[src/rtl/pwm_capture.sv]
// PWM receiver: measures period and high time of a synchronized PWM input in
// clock cycles, counts completed measurements and flags missing edges.
module pwm_capture #(
    parameter int unsigned TIMEOUT = 50_000_000
) (
    input  logic        i_clk,
    input  logic        i_rst,
    input  logic        i_en,
    input  logic        i_pwm,
    output logic [31:0] o_periord,
    output logic [31:0] o_high,
    output logic [15:0] o_times,
    output logic        o_valid,
    output logic        o_timeout,
    output logic        o_busy
);

    localparam int unsigned CNT_W   = 32;
    localparam int unsigned TIMES_W = 16;

    typedef enum logic [1:0] {
        IDLE = 2'd0,
        ARM  = 2'd1,
        MEAS = 2'd2
    } state_t;

    state_t             state;
    logic               s1;
    logic               s2;
    logic               s2_d;
    logic               rise;
    logic [CNT_W-1:0]   period_cnt;
    logic [CNT_W-1:0]   high_cnt;

    // Two-flop synchronizer plus one delay stage for edge detection.
    always_ff @(posedge i_clk) begin
        if (i_rst) begin
            s1   <= 1'b0;
            s2   <= 1'b0;
            s2_d <= 1'b0;
        end else begin
            s1   <= i_pwm;
            s2   <= s1;
            s2_d <= s2;
        end
    end

    assign rise = s2 & ~s2_d;

    always_ff @(posedge i_clk) begin
        if (i_rst) begin
            state      <= IDLE;
            period_cnt <= '0;
            high_cnt   <= '0;
            o_periord  <= '0;
            o_high     <= '0;
            o_times    <= '0;
            o_valid    <= 1'b0;
            o_timeout  <= 1'b0;
            o_busy     <= 1'b0;
        end else begin
            o_valid   <= 1'b0;
            o_timeout <= 1'b0;
            case (state)
                IDLE: begin
                    if (i_en) begin
                        state      <= ARM;
                        o_times    <= '0;
                        period_cnt <= '0;
                        high_cnt   <= '0;
                        o_busy     <= 1'b1;
                    end else begin
                        o_busy     <= 1'b0;
                    end
                end
                ARM: begin
                    if (!i_en) begin
                        state  <= IDLE;
                        o_busy <= 1'b0;
                    end else if (rise) begin
                        state      <= MEAS;
                        period_cnt <= CNT_W'(1);
                        high_cnt   <= CNT_W'(1);
                    end
                end
                MEAS: begin
                    if (!i_en) begin
                        state  <= IDLE;
                        o_busy <= 1'b0;
                    end else if (rise) begin
                        // A rise always wins over a coincident timeout.
                        o_periord  <= period_cnt;
                        o_high     <= high_cnt;
                        o_valid    <= 1'b1;
                        period_cnt <= CNT_W'(1);
                        high_cnt   <= CNT_W'(1);
                        if (o_times != {TIMES_W{1'b1}}) begin
                            o_times <= o_times + TIMES_W'(1);
                        end
                    end else if (period_cnt == CNT_W'(TIMEOUT)) begin
                        state      <= ARM;
                        o_timeout  <= 1'b1;
                        period_cnt <= '0;
                        high_cnt   <= '0;
                    end else begin
                        period_cnt <= period_cnt + CNT_W'(1);
                        if (s2) begin
                            high_cnt <= high_cnt + CNT_W'(1);
                        end
                    end
                end
                default: begin
                    state  <= IDLE;
                    o_busy <= 1'b0;
                end
            endcase
        end
    end

endmodule

[config.mk]
export PLATFORM = sky130hd
export DESIGN_NAME = pwm_capture
export DESIGN_NICKNAME = d
export VERILOG_FILES = /design/src/rtl/pwm_capture.sv
export SDC_FILE = /design/constraint.sdc
export NUM_CORES = 1
export LEC_CHECK = 0
export BUFFER_PORTS_ARGS = -buffer_cell sky130_fd_sc_hd__buf_2
export CAP_MARGIN = 0
export CORE_ASPECT_RATIO = 1.75
export CORE_MARGIN = 8
export CORE_UTILIZATION = 40
export CTS_CLUSTER_DIAMETER = 100
export DETAILED_ROUTE_END_ITERATION = 6
export PLACE_DENSITY_LB_ADDON = 0.15
export SYNTH_ARGS = -nofsm -noshare
export SYNTH_HDL_FRONTEND = slang
export SYNTH_SLANG_ARGS = --single-unit
export TNS_END_PERCENT = 50
[constraint.sdc]
create_clock -name i_clk -period 2.5 [get_ports i_clk]
set_input_delay 0 -clock i_clk [delete_from_list [all_inputs] [get_ports i_clk]]
set_output_delay 0 -clock i_clk [all_outputs]
set_load 0.03 [all_outputs]
==> results.yml <==
status:
  outcome: "finished clean"
cts:
  cts_tree: "yes"
  cts_hold_buf: 2
  cts.path.max_buffers: 2
  cts_inserted_buffers: 17
  cts_resized: 0
  htree_levels: 4
  clock_latency_ns: 0.43
  post_cts_buffers: 0
  clkSinkCount: 152
  path_clk_slew_ns: 0.07
  cts-root-buf: "clkbuf_16"
critical_path:
  crit_required_ns: 2.84
  crit_path_start_kind: "flop"
  worstPathMaxFanout: 47
  critical_path.cell_chain: "inv_1, ha_1, nor4b_1, and4_1, nand3_1, buf_4, nand2_1, o32ai_1"
  crit_path_end_kind: "flop"
  crit_buf_inv: 2
  worstSetupPathType: "reg -> reg"
  slowest_delay_ns: 0.47
  arrival_ns: 2.67
  path_delay_family: "simple AND/OR/NAND/NOR gates"
  slowest_stage: "buf_4"
timing:
  timing.setup.tns_ns: 0
  clock.fmax_mhz: 429
  final-hold-violation-count: 0
  finalSetupViolCount: 0
  tightest_slew_ns: 0.679
  drv_slew: 0
  slew_headroom_pct: 54.7
  period_needed_ns: 2.33
  rsz0062_at_grt: "no"
  fin_crit_sh_pct: 93.3
  fin_worst_skew_ns: 0.0129
grt:
  grt_max_degree: 115
  antenna_found_initial: 0
  grt.total_usage_pct: 18.6
  grt.overflow.total: 0
  grt_pass1_vias: 7194
  grt_pass1_wl_um: 35700
layout:
  seqCellArea_sq_um: 3040
  drive_gt1_share_pct: 17.9
  num-nets-final: 1061
  multi_input_area_sq_um: 4080
  diodes: 0
  fillers: 1864
  area_growth_pct: 21.1
placement:
  gp_congestion: 0.909
  dp.final_hpwl_um: 16000
  port_buffers: 86
floorplanning:
  die_x_um: 119
  pin_count: 87
  dieHeight_um: 197
  placementRows: 66
  start_util_pct: 40.6
  dieArea_sq_um: 23500
  core_sq_um: 18400
hold_path:
  min_path_type: "in -> reg"
power_and_ir_drop:
  irDropWorstVdd_uv: 322
  p_leak_uw: 0.00312
  power_uw: 5680
  p_per_area_nw_per_um2: 628
routing:
  drcViolationCount: 0
  wl_per_cell_um: 16.9
  routed_wl_um: 21900
  vias: 7295
  drt-pass1-iter-count: 6
  drt_iter0_drc: 359
  vias_per_cell: 5.62
  ant_nets: 0
synth:
  synth_area_per_cell_sq_um: 7.84
  yosys-top-cells-area: "dfxtp_1, nand2_1, a21oi_1, nand4_1, nand3_1"
  ys_seq_area_share_pct: 40.7
  synthArstFlopShare_pct: 0
  syn_inst: 952
  synth_warnings: 0
  synth_edf_count: 0
  synth.most_common_cell: "nand2_1"
  yosys.area.top_type: "dfxtp_1"
  synthFlopType: "dfxtp_1"
  synth_top_area_share_pct: 40.7
  synth.ff_latch_count: 152
  syn_area_sq_um: 7470
  synth_common_cells: "nand2_1, dfxtp_1, a21oi_1, nand3_1, nand4_1"
  syn_nets: 965
  synth.distinct_cells: 60
run:
  max-cap-violations: 0
[cell usage in the layout (no fill, tap or decap), types with 10 or more instances in the layout]
master       n
or4_1       13
and3_1      10
inv_1       16
nor3_1      13
nor2b_1     11
dfxtp_1    152
nand4b_1    14
xnor2_1     17
nor4b_1     11
buf_4       58
mux2i_1     11
a21oi_1     92
clkbuf_16   17
buf_2       85
nor4_1      27
a31oi_1     18
nor2_1      50
nand4_1     54
nand2_1    188
nand3_1     64
or3_1       12
[routing by layer]
metal  share of wire (%)  GRT usage [%]
met5                   0              0
met4                 3.4           8.79
met3                 2.7           3.30
met2                  57           36.7
met1                  37           17.9
[where the power goes]
group / switching, uW / internal (uW) / leakage [uW]
sequential: 10.6 / 2430 / 0.00122
combinational: 333 / 165 / 0.00160
clock: 1030 / 1700 / 0.000291
total: 1380 / 4300 / 0.00312
[registers in the layout, summed over array words and instances (netlist names)]
signal      cells
s1              1
o_high         32
s2              1
period_cnt     32
o_periord      32
o_valid         1
high_cnt       32
o_busy          1
o_times        16
state           2
s2_d            1
o_timeout       1
[through the flow]
stage | worst slack [ns] | utilization [%] | std cells | hold slack (ns) | cell area, sq um
after floorplan | 0.360 | - | 952 | 0.128 | 7470
after global placement | 0.259 | 45.6 | 1265 | 0.216 | 8400
after detailed placement | 0.228 | 45.6 | 1265 | 0.224 | 8400
after CTS | 0.207 | 49.1 | 1299 | 0.134 | 9050
after global routing | 0.0175 | 49.1 | 1299 | 0.137 | 9050
final | 0.167 | 49.1 | 1299 | 0.112 | 9050
[tightest hold or removal path: cells and delay by family]
kind                   cells  cell delay [ns]
AO/OA/AOI/OAI              1             0.16
buffers and inverters      2             0.34
[layout make-up]
cell class / instances / area share, %
flip-flops and latches: 152 / 33.6
well taps: 238 / 3.29
multi-input cells: 713 / 45.1
clock buffers: 22 / 5.02
clock inverters: 10 / 1.87
repair buffers: 148 / 10.4
inverters: 16 / 0.664
[logic make-up after synthesis]
group	Yosys count	share of synthesized area (%)
AO/OA/AOI/OAI	162	13.0
XOR/XNOR	23	2.70
adder cells (fa/ha/maj)	9	1.51
buffers and inverters	87	4.77
flip-flops	152	40.7
multiplexers	12	1.63
AND/OR/NAND/NOR	507	35.7
[worst paths after layout]
kind / from / end / slack, ns / cells after the start
worst min register to register: s1 / s2 / 0.44 / 1
worst min-delay path: i_rst / o_high[13] / 0.11 / 3
worst max-delay path: period_cnt[0] / high_cnt[1] / 0.17 / 8
worst max register to register: period_cnt[0] / high_cnt[1] / 0.17 / 8
Note: power is estimated with default switching activity, not from simulation.
